==> config.mk <==
export PLATFORM = sky130hd
export DESIGN_NAME = soc_system_sysid_ext
export DESIGN_NICKNAME = d
export VERILOG_FILES = /design/src/rtl/sysid_pkg.sv /design/src/rtl/sysid_uptime_ctr.sv /design/src/rtl/soc_system_sysid_ext.sv
export SDC_FILE = /design/constraint.sdc
export NUM_CORES = 1
export LEC_CHECK = 0
export ABC_CLOCK_PERIOD_IN_PS = 2450
export CORE_ASPECT_RATIO = 1.1
export CORE_MARGIN = 2
export CORE_UTILIZATION = 55
export DETAILED_ROUTE_END_ITERATION = 6
export GPL_TIMING_DRIVEN = 0
export MAX_ROUTING_LAYER = met4
export PLACE_DENSITY_LB_ADDON = 0.05
export SLEW_MARGIN = 30
export SYNTH_ARGS = -nofsm -noshare
export SYNTH_HDL_FRONTEND = slang
export SYNTH_SLANG_ARGS = --single-unit
export TNS_END_PERCENT = 1
==> constraint.sdc <==
create_clock -name clock -period 2.45 [get_ports clock]
set_input_delay 0.245 -clock clock [delete_from_list [all_inputs] [get_ports clock]]
set_output_delay 0.245 -clock clock [all_outputs]
set_load 0.01 [all_outputs]
==> src/rtl/sysid_pkg.sv <==
// Shared definitions for the system-ID slave: register offsets, the
// capability-word layout and the read pipeline beat type.
package sysid_pkg;

  // Word offsets of the fixed part of the register map
  localparam int unsigned OFS_ID        = 0;
  localparam int unsigned OFS_TS        = 1;
  localparam int unsigned OFS_SCRATCH   = 2;
  localparam int unsigned OFS_UP_LO     = 3;
  localparam int unsigned OFS_UP_HI     = 4;
  localparam int unsigned OFS_CAPS      = 5;
  localparam int unsigned OFS_USER_BASE = 8;

  // Register-map revision reported in CAPS[31:16]
  localparam logic [15:0] SYSID_VERSION = 16'h0002;

  // writedata bit that clears the uptime counter on a write to UPTIME_LO
  localparam int unsigned UPTIME_CLEAR = 0;

  // One stage of the read-return pipeline
  typedef struct packed {
    logic        valid;
    logic [31:0] data;
  } rd_beat_t;

  // CAPS layout: {VERSION, ADDR_W, READ_LATENCY, NUM_USER}
  function automatic logic [31:0] caps_word(input int unsigned num_user,
                                            input int unsigned rd_lat,
                                            input int unsigned addr_w);
    logic [31:0] nu;
    logic [31:0] rl;
    logic [31:0] aw;
    nu = num_user;
    rl = rd_lat;
    aw = addr_w;
    return {SYSID_VERSION, aw[3:0], rl[3:0], nu[7:0]};
  endfunction

endpackage

==> src/rtl/sysid_uptime_ctr.sv <==
// 64-bit free-running uptime counter with synchronous clear, plus a
// high-word snapshot taken whenever the low word is read so software can
// assemble a tear-free 64-bit value from two 32-bit reads.
module sysid_uptime_ctr (
  input  logic        clock,
  input  logic        reset_n,
  input  logic        clear,
  input  logic        snap,
  output logic [31:0] lo,
  output logic [31:0] hi_snap
);

  logic [63:0] count;

  // Count every cycle; a clear makes the next value zero, counting resumes after
  // NOTE: sequential state is always assigned with <= so every flop samples
  // the pre-edge values of its inputs, independent of statement order.
  always_ff @(posedge clock or negedge reset_n) begin
    if (!reset_n) begin
      count <= '0;
    end else if (clear) begin
      count <= '0;
    end else begin
      count <= count + 64'd1;
    end
  end

  // Capture the high half of the same count whose low half is being read
  always_ff @(posedge clock or negedge reset_n) begin
    if (!reset_n) begin
      hi_snap <= '0;
    end else if (snap) begin
      hi_snap <= count[63:32];
    end
  end

  assign lo = count[31:0];

endmodule

==> src/rtl/soc_system_sysid_ext.sv <==
// Parametrised system-ID Avalon-MM slave: ID/timestamp words, byte-writable
// scratch, 64-bit uptime with high-word snapshot, capability word and a
// bank of user ID words. Reads return after READ_LATENCY cycles with a
// one-cycle readdatavalid pulse; there is no waitrequest.
module soc_system_sysid_ext
  import sysid_pkg::*;
#(
  parameter logic [31:0] SYSTEM_ID    = 32'h0000_0001,
  parameter logic [31:0] TIMESTAMP    = 32'h0000_0000,
  parameter int unsigned ADDR_W       = 4,
  parameter int unsigned NUM_USER     = 4,
  parameter logic [32*((NUM_USER > 0) ? NUM_USER : 1)-1:0] USER_WORDS = '0,
  parameter int unsigned READ_LATENCY = 1,
  parameter logic [31:0] SCRATCH_INIT = 32'h0000_0000
) (
  input  logic              clock,
  input  logic              reset_n,
  input  logic [ADDR_W-1:0] address,
  input  logic              read,
  input  logic              write,
  input  logic [31:0]       writedata,
  input  logic [3:0]        byteenable,
  output logic [31:0]       readdata,
  output logic              readdatavalid
);

  localparam logic [31:0] CAPS = caps_word(NUM_USER, READ_LATENCY, ADDR_W);

  logic [31:0] word;
  logic        wr_acc;
  logic        up_clear;
  logic        up_snap;
  logic [31:0] up_lo;
  logic [31:0] up_hi_snap;
  logic [31:0] scratch;
  logic [31:0] rd_mux;
  rd_beat_t    stage1;

  assign word = 32'(address);

  // A read in the same cycle wins; the write (including an uptime clear) is dropped
  assign wr_acc   = write & ~read;
  assign up_clear = wr_acc && (word == OFS_UP_LO) && byteenable[0]
                    && writedata[UPTIME_CLEAR];
  assign up_snap  = read && (word == OFS_UP_LO);

  sysid_uptime_ctr u_uptime (
    .clock   (clock),
    .reset_n (reset_n),
    .clear   (up_clear),
    .snap    (up_snap),
    .lo      (up_lo),
    .hi_snap (up_hi_snap)
  );

  // Scratch register: each enabled byte lane takes the written byte
  always_ff @(posedge clock or negedge reset_n) begin
    if (!reset_n) begin
      scratch <= SCRATCH_INIT;
    end else if (wr_acc && (word == OFS_SCRATCH)) begin
      for (int i = 0; i < 4; i++) begin
        if (byteenable[i]) begin
          scratch[8*i +: 8] <= writedata[8*i +: 8];
        end
      end
    end
  end

  // Read data selected in the accept cycle; unmapped offsets return zero
  // NOTE: rd_mux is given a value before the case so no path leaves it
  // unassigned, which would otherwise infer a latch.
  always_comb begin
    rd_mux = '0;
    case (word)
      OFS_ID:      rd_mux = SYSTEM_ID;
      OFS_TS:      rd_mux = TIMESTAMP;
      OFS_SCRATCH: rd_mux = scratch;
      OFS_UP_LO:   rd_mux = up_lo;
      OFS_UP_HI:   rd_mux = up_hi_snap;
      OFS_CAPS:    rd_mux = CAPS;
      default: begin
        if ((NUM_USER > 0) && (word >= OFS_USER_BASE)
            && ((word - OFS_USER_BASE) < NUM_USER)) begin
          rd_mux = USER_WORDS[(word - OFS_USER_BASE)*32 +: 32];
        end
      end
    endcase
  end

  // First return stage: valid follows read, data only moves on an accepted read
  always_ff @(posedge clock or negedge reset_n) begin
    if (!reset_n) begin
      stage1 <= '0;
    end else begin
      stage1.valid <= read;
      if (read) begin
        stage1.data <= rd_mux;
      end
    end
  end

  generate
    if (READ_LATENCY == 2) begin : g_lat2
      rd_beat_t stage2;

      // Optional second return stage, holding data between valid beats
      always_ff @(posedge clock or negedge reset_n) begin
        if (!reset_n) begin
          stage2 <= '0;
        end else begin
          stage2.valid <= stage1.valid;
          if (stage1.valid) begin
            stage2.data <= stage1.data;
          end
        end
      end

      assign readdata      = stage2.data;
      assign readdatavalid = stage2.valid;
    end else begin : g_lat1
      assign readdata      = stage1.data;
      assign readdatavalid = stage1.valid;
    end
  endgenerate

endmodule
# Word-level counts from Yosys, hierarchy flattened
# Index checks and enable logic that the tools add are counted.
dict set report totals {
  reg_bits 161
  latchBits 0
  ramBits 0
  mem_bits_ro 0
  inputBits 44
  output_inout_bits 33
  elab_cells 34
  mem_count 0
}
dict set report op_classes {
  addsub 2
  n_mul 0
  n_div 0
  order_cmp 2
  n_eq_ne 5
  shifts 1
  muxes 3
  bitwise_logic 2
  n_reduce_logical 11
}
# cell count
set ops {}
lappend ops {{case mux 32 bit (6 select lines)} 1}
lappend ops {{variable part select 128 x 33 -> 32 bit (first input constant)} 1}
lappend ops {{adder 64 x 1 -> 64 bit (second input constant)} 1}
lappend ops {{two-way mux 64 bit} 1}
lappend ops {{logical NOT 32 bit} 1}
lappend ops {{< comparator 32 x 3 -> 1 bit (second input constant)} 1}
lappend ops {{two-way mux 32 bit} 1}
lappend ops {{equality test 4 x 2 -> 1 bit (second input constant)} 2}
lappend ops {{equality test 4 x 3 -> 1 bit (second input constant)} 2}
lappend ops {{AND reduction 2 bit} 4}
lappend ops {{logical AND 1 bit} 6}
lappend ops {{subtractor 4 x 4 -> 5 bit (second input constant)} 1}
lappend ops {{equality test 4 x 1 -> 1 bit (second input constant)} 1}
lappend ops {{>= comparator 4 bit (second input constant)} 1}
lappend ops {{AND 1 bit} 1}
lappend ops {{inverter 1 bit} 1}

# Logic depth before layout (Yosys ltp)
dict set report logic_depth {
  ltp_word 6
  ltp_mapped 8
  ltp_nobuf 6
}

# Modules after synthesis
# A second synthesis with hierarchy kept.
dict set report hier_totals {
  cells_unflattened 708
  hier_area_um2 7877.6
}
# module instances cells_per_inst area_each_um2 seq_area_each_um2
set modules_own_cells {}
lappend modules_own_cells {sysid_uptime_ctr 1 471 4772.1 2402.3}
lappend modules_own_cells {soc_system_sysid_ext 1 237 3105.5 1626.6}

# Least setup slack after synthesis
# OpenSTA, ideal clock, no wires.
dict set report synth_timing {
  path_type {reg-to-reg}
  start {register u_uptime.count[22]}
  end {register u_uptime.count[62]}
  setup_time_ns 0.136
  arrival_time_ns 1.871
  required_ns 2.314
  slack_ns 0.443
  stages_incl_launch_ff 8
  n_path_buf 2
  period_less_slack_ns 2.007
  path_cell_list {dfrtp_1 nand3_1 nor4_1 nand4_1 clkbuf_1 clkbuf_1 o31ai_1 a21oi_1}
}
dict set report synth_between {
  elab_chain_len 2
}
# element line_no
set synth_rtl {}
lappend synth_rtl {{start, declared} sysid_uptime_ctr.sv:13} ;# logic [63:0] count;
lappend synth_rtl {{start signal, assigned} sysid_uptime_ctr.sv:24} ;# count <= count + 64'd1;
lappend synth_rtl {{adder 64 x 1 -> 64 bit} sysid_uptime_ctr.sv:24}
lappend synth_rtl {{two-way mux 64 bit} sysid_uptime_ctr.sv:21} ;# end else if (clear) begin
# No other way between the ends.
# A chain may end at the register's enable or synchronous reset.

# Worst setup path in the final report
dict set report layout_timing {
  start {register u_uptime.count[0]}
  end {register u_uptime.count[46]}
}
# Same word-level chain as after synthesis.

==> impl_metrics.tcl <==
set metrics [dict create \
    cts_buffers 17 \
    overflow 0 \
    cp_slowest_cell "dfrtp_1" \
    rr_worst_depth 8 \
    grt_pass1_wl_mm 31.1 \
    firstDrtPassIters 6 \
    status "completed" \
    synth_top_family_by_area "simple AND/OR/NAND/NOR gates" \
    final_area_mm2 0.00908 \
    wl_per_cell_um 20.3 \
    cp.depth 8 \
    finalCritPeriodShare 0.994 \
    synth_cell_types 42 \
    initial_core_util 0.561 \
    first_iter_violations 801 \
    worstReg2RegStart "u_uptime.count[0]$_DFF_PN0_" \
    cp-endpoint "u_uptime.count[46]$_DFF_PN0_" \
    num_vias 5986 \
    yosys_warnings 0 \
    rows 44 \
    fp.dieW_um 114 \
    floorplan.die.height_um 126 \
    drc 0 \
    drive_above_1_share 0.149 \
    antenna_left 0 \
    min_path_type "in -> reg" \
    cp_num_buf_inv 2 \
    core_mm2 0.0132 \
    synth_seq_cells 161 \
    wl_mm 19.4 \
    critPathRequiredTime_ps 2740 \
    synth_area_mm2 0.00738 \
    maxSlewViolCount 0 \
    max_freq_mhz 410 \
    crit_path_end_kind "flip-flop" \
    pre_cts_ws_ps -601 \
    n_fill_cell 1019 \
    synthXorXnorAreaFrac 0.0356 \
    fin_skew_ps 9.43 \
    slew_headroom 0.492 \
    antennaDiodeCount 0 \
    synth.mux.area_fraction 0.0915 \
    gp_congestion 0.903 \
    cpMostUsedCell "nand4_1" \
    cp_top_family "simple AND/OR/NAND/NOR gates" \
    max-cap-violations 0 \
    fin_nets 822 \
    powerDensity_mw_per_mm2 799 \
    finalPower_mw 7.25 \
    die-area_mm2 0.0144 \
    synth-compound-area-share 0.125 \
    avgSynthCellArea_um2 10.9 \
    synth_edf_count 0 \
    cts_num_sinks 161 \
    peakVddDrop_uv 494 \
    area_delta_synth_final_pct 22.9 \
    path_class "reg -> reg" \
    yosysSeqAreaShare 0.546 \
    grt_pass1_vias 5871 \
    start_kind "flip-flop" \
    synth_top_flop_cell "dfrtp_1" \
    path_max_fanout 10 \
    worst-r2r-setup-slack_ps 10 \
    io_buffers 75 \
    slowest_delay_ps 420 \
    cts.htree.levels 4 \
    worst_pin_slew_ps 756 \
    clock_tree.root_cell "clkbuf_16" \
    hpwl_mm 13.7 \
    antenna_found_initial 0 \
    ios 77 \
    crit_arrival_ps 2730 \
    syn_nets 724 \
    power_leakage_nw 3.60 \
    fin_util 0.690 \
    clk_pin_slew_ps 60 \
    final_hold_viol_count 0 \
    cts_buffer_depth 2 \
    tritoncts "done" \
    dpl-instance-area_mm2 0.00837 \
    setup_viol 0 \
    crit_path_start "u_uptime.count[0]$_DFF_PN0_" \
    grt_max_degree 83 \
    synthAdderAreaFrac 0.00169 \
    r2r-end "u_uptime.count[46]$_DFF_PN0_" \
    cp_cell_sequence "ha_1 > nand4_1 > nor2_2 > nand4_1 > buf_2 > clkbuf_2 > o31ai_1 > a21oi_1" \
    min-delay-start "read" \
    whs_ps 295 \
    grt_setup_unrepaired "true" \
    grt.total_usage 0.291 \
    syn_inst 679 \
    yosys.area_share.simple 0.158 \
    clock_latency_ps 430 \
    synth_async_sr_flop_share 1.00 \
    routed_via_density 6.29 \
    final.setup.worst_slack_ps 13.7 \
    finalCriticalPeriod_ps 2440 \
]
layout by cell type, fill, tap and decap left out, types with 30 or more instances in the layout:
cell and instances:
a21oi_1 32, clkbuf_1 31, clkdlybuf4s50_1 74, dfrtp_1 159, inv_1 43, mux2_2 59, nand2_1 30, nor2_1 41
o22ai_1 32
registers in the layout, summed over array words and instances, names as in the netlist:
register and flops:
scratch 32, u_uptime.count 64, readdata 32, readdatavalid 1, u_uptime.hi_snap 32
metrics by stage:
| stage | setup TNS (ps) | instances |
|---|---|---|
| 6_report | 0 | 951 |
| 5_1_grt | -645 | 951 |
| 4_1_cts | -330 | 950 |
| 3_5_place_dp | -45580 | 916 |
| 3_3_place_gp | -886950 | 915 |
| 2_1_floorplan | 0 | 679 |
worst min-delay path by stage:
stage / cells after the start / end / slack (ps)
floorplan: 0 / readdata[0]$_DFFE_PN0P_ / -50
global placement: 2 / u_uptime.hi_snap[23]$_DFFE_PN0P_ / 470
detailed placement: 1 / scratch[3]$_DFFE_PN0P_ / 260
CTS: 1 / readdatavalid$_DFF_PN0_ / 290
global route: 1 / readdatavalid$_DFF_PN0_ / 300
finish: 1 / readdatavalid$_DFF_PN0_ / 300
per-layer routing:
| layer | up-vias | wire length [um] | track usage |
|---|---|---|---|
| met4 | 0 | 742 | 0.128 |
| met1 | 2970 | 8200 | 0.380 |
| met5 | - | 0 | - |
| li1 | 2742 | - | - |
| met3 | 56 | 1120 | 0.0562 |
| met2 | 218 | 9290 | 0.442 |
power by group:
group          switching (mW)  internal [mW]  total [mW]
Sequential              0.467           3.11        3.58
Combinational           0.494          0.511        1.01
Clock                    1.01           1.66        2.67
Total                    1.97           5.28        7.25
logic make-up (layout without fill, tap and decap cells):
logic type                 count (synthesis)  count (layout)
and+or+nand+nor                          207             207
buffers and inverters                     83             194
AOI/OAI and AO/OA                        137             137
DFF                                      161             161
adders and majority gates                  1               1
muxes                                     60              60
xor gates and xnor gates                  30              30
what timing repair did:
item | in CTS | in global routing
endpoints found under the hold margin | 79 | 0
endpoints found under the setup margin | 74 | 37
buffers inserted | 2 | 1
hold buffers | 1 | 0
pin swaps | 1 | 4
cloned | 0 | 0
gates resized for setup | 5 | 23
synth_stat cells (2+ instances only):
master / count / share of area
and3_1: 6 / 0.0051
buf_1: 6 / 0.0031
dfrtp_1: 161 / 0.55
or4_1: 14 / 0.014
o22ai_1: 32 / 0.027
clkbuf_1: 34 / 0.017
nand3_1: 28 / 0.019
a222oi_1: 27 / 0.037
or2_2: 3 / 0.0025
o21a_1: 4 / 0.0041
o31ai_1: 14 / 0.014
nor3_1: 9 / 0.0061
nor4_4: 2 / 0.0058
xor2_1: 8 / 0.0095
nor4_1: 8 / 0.0068
a221oi_1: 4 / 0.0047
nand4_1: 22 / 0.019
nor2_1: 43 / 0.022
or3_1: 16 / 0.014
inv_1: 43 / 0.022
a21oi_1: 32 / 0.022
o21ai_0: 23 / 0.016
mux2_2: 59 / 0.090
nor2b_1: 5 / 0.0042
and4_1: 8 / 0.0095
nand3b_1: 2 / 0.0020
nand2_1: 30 / 0.015
xnor2_1: 22 / 0.026
final cells by class:
cell class	instances	area, um^2	area share
Clock inverter	4	70.1	0.00772
Clock buffer	28	527	0.0580
Inverter	43	161	0.0178
Multi-Input combinational cell	435	3110	0.343
Buffer	39	156	0.0172
Timing Repair Buffer	80	816	0.0899
Sequential cell	161	4030	0.444
Tap cell	161	201	0.0222
Note: power is estimated with default switching activity, not from simulation.
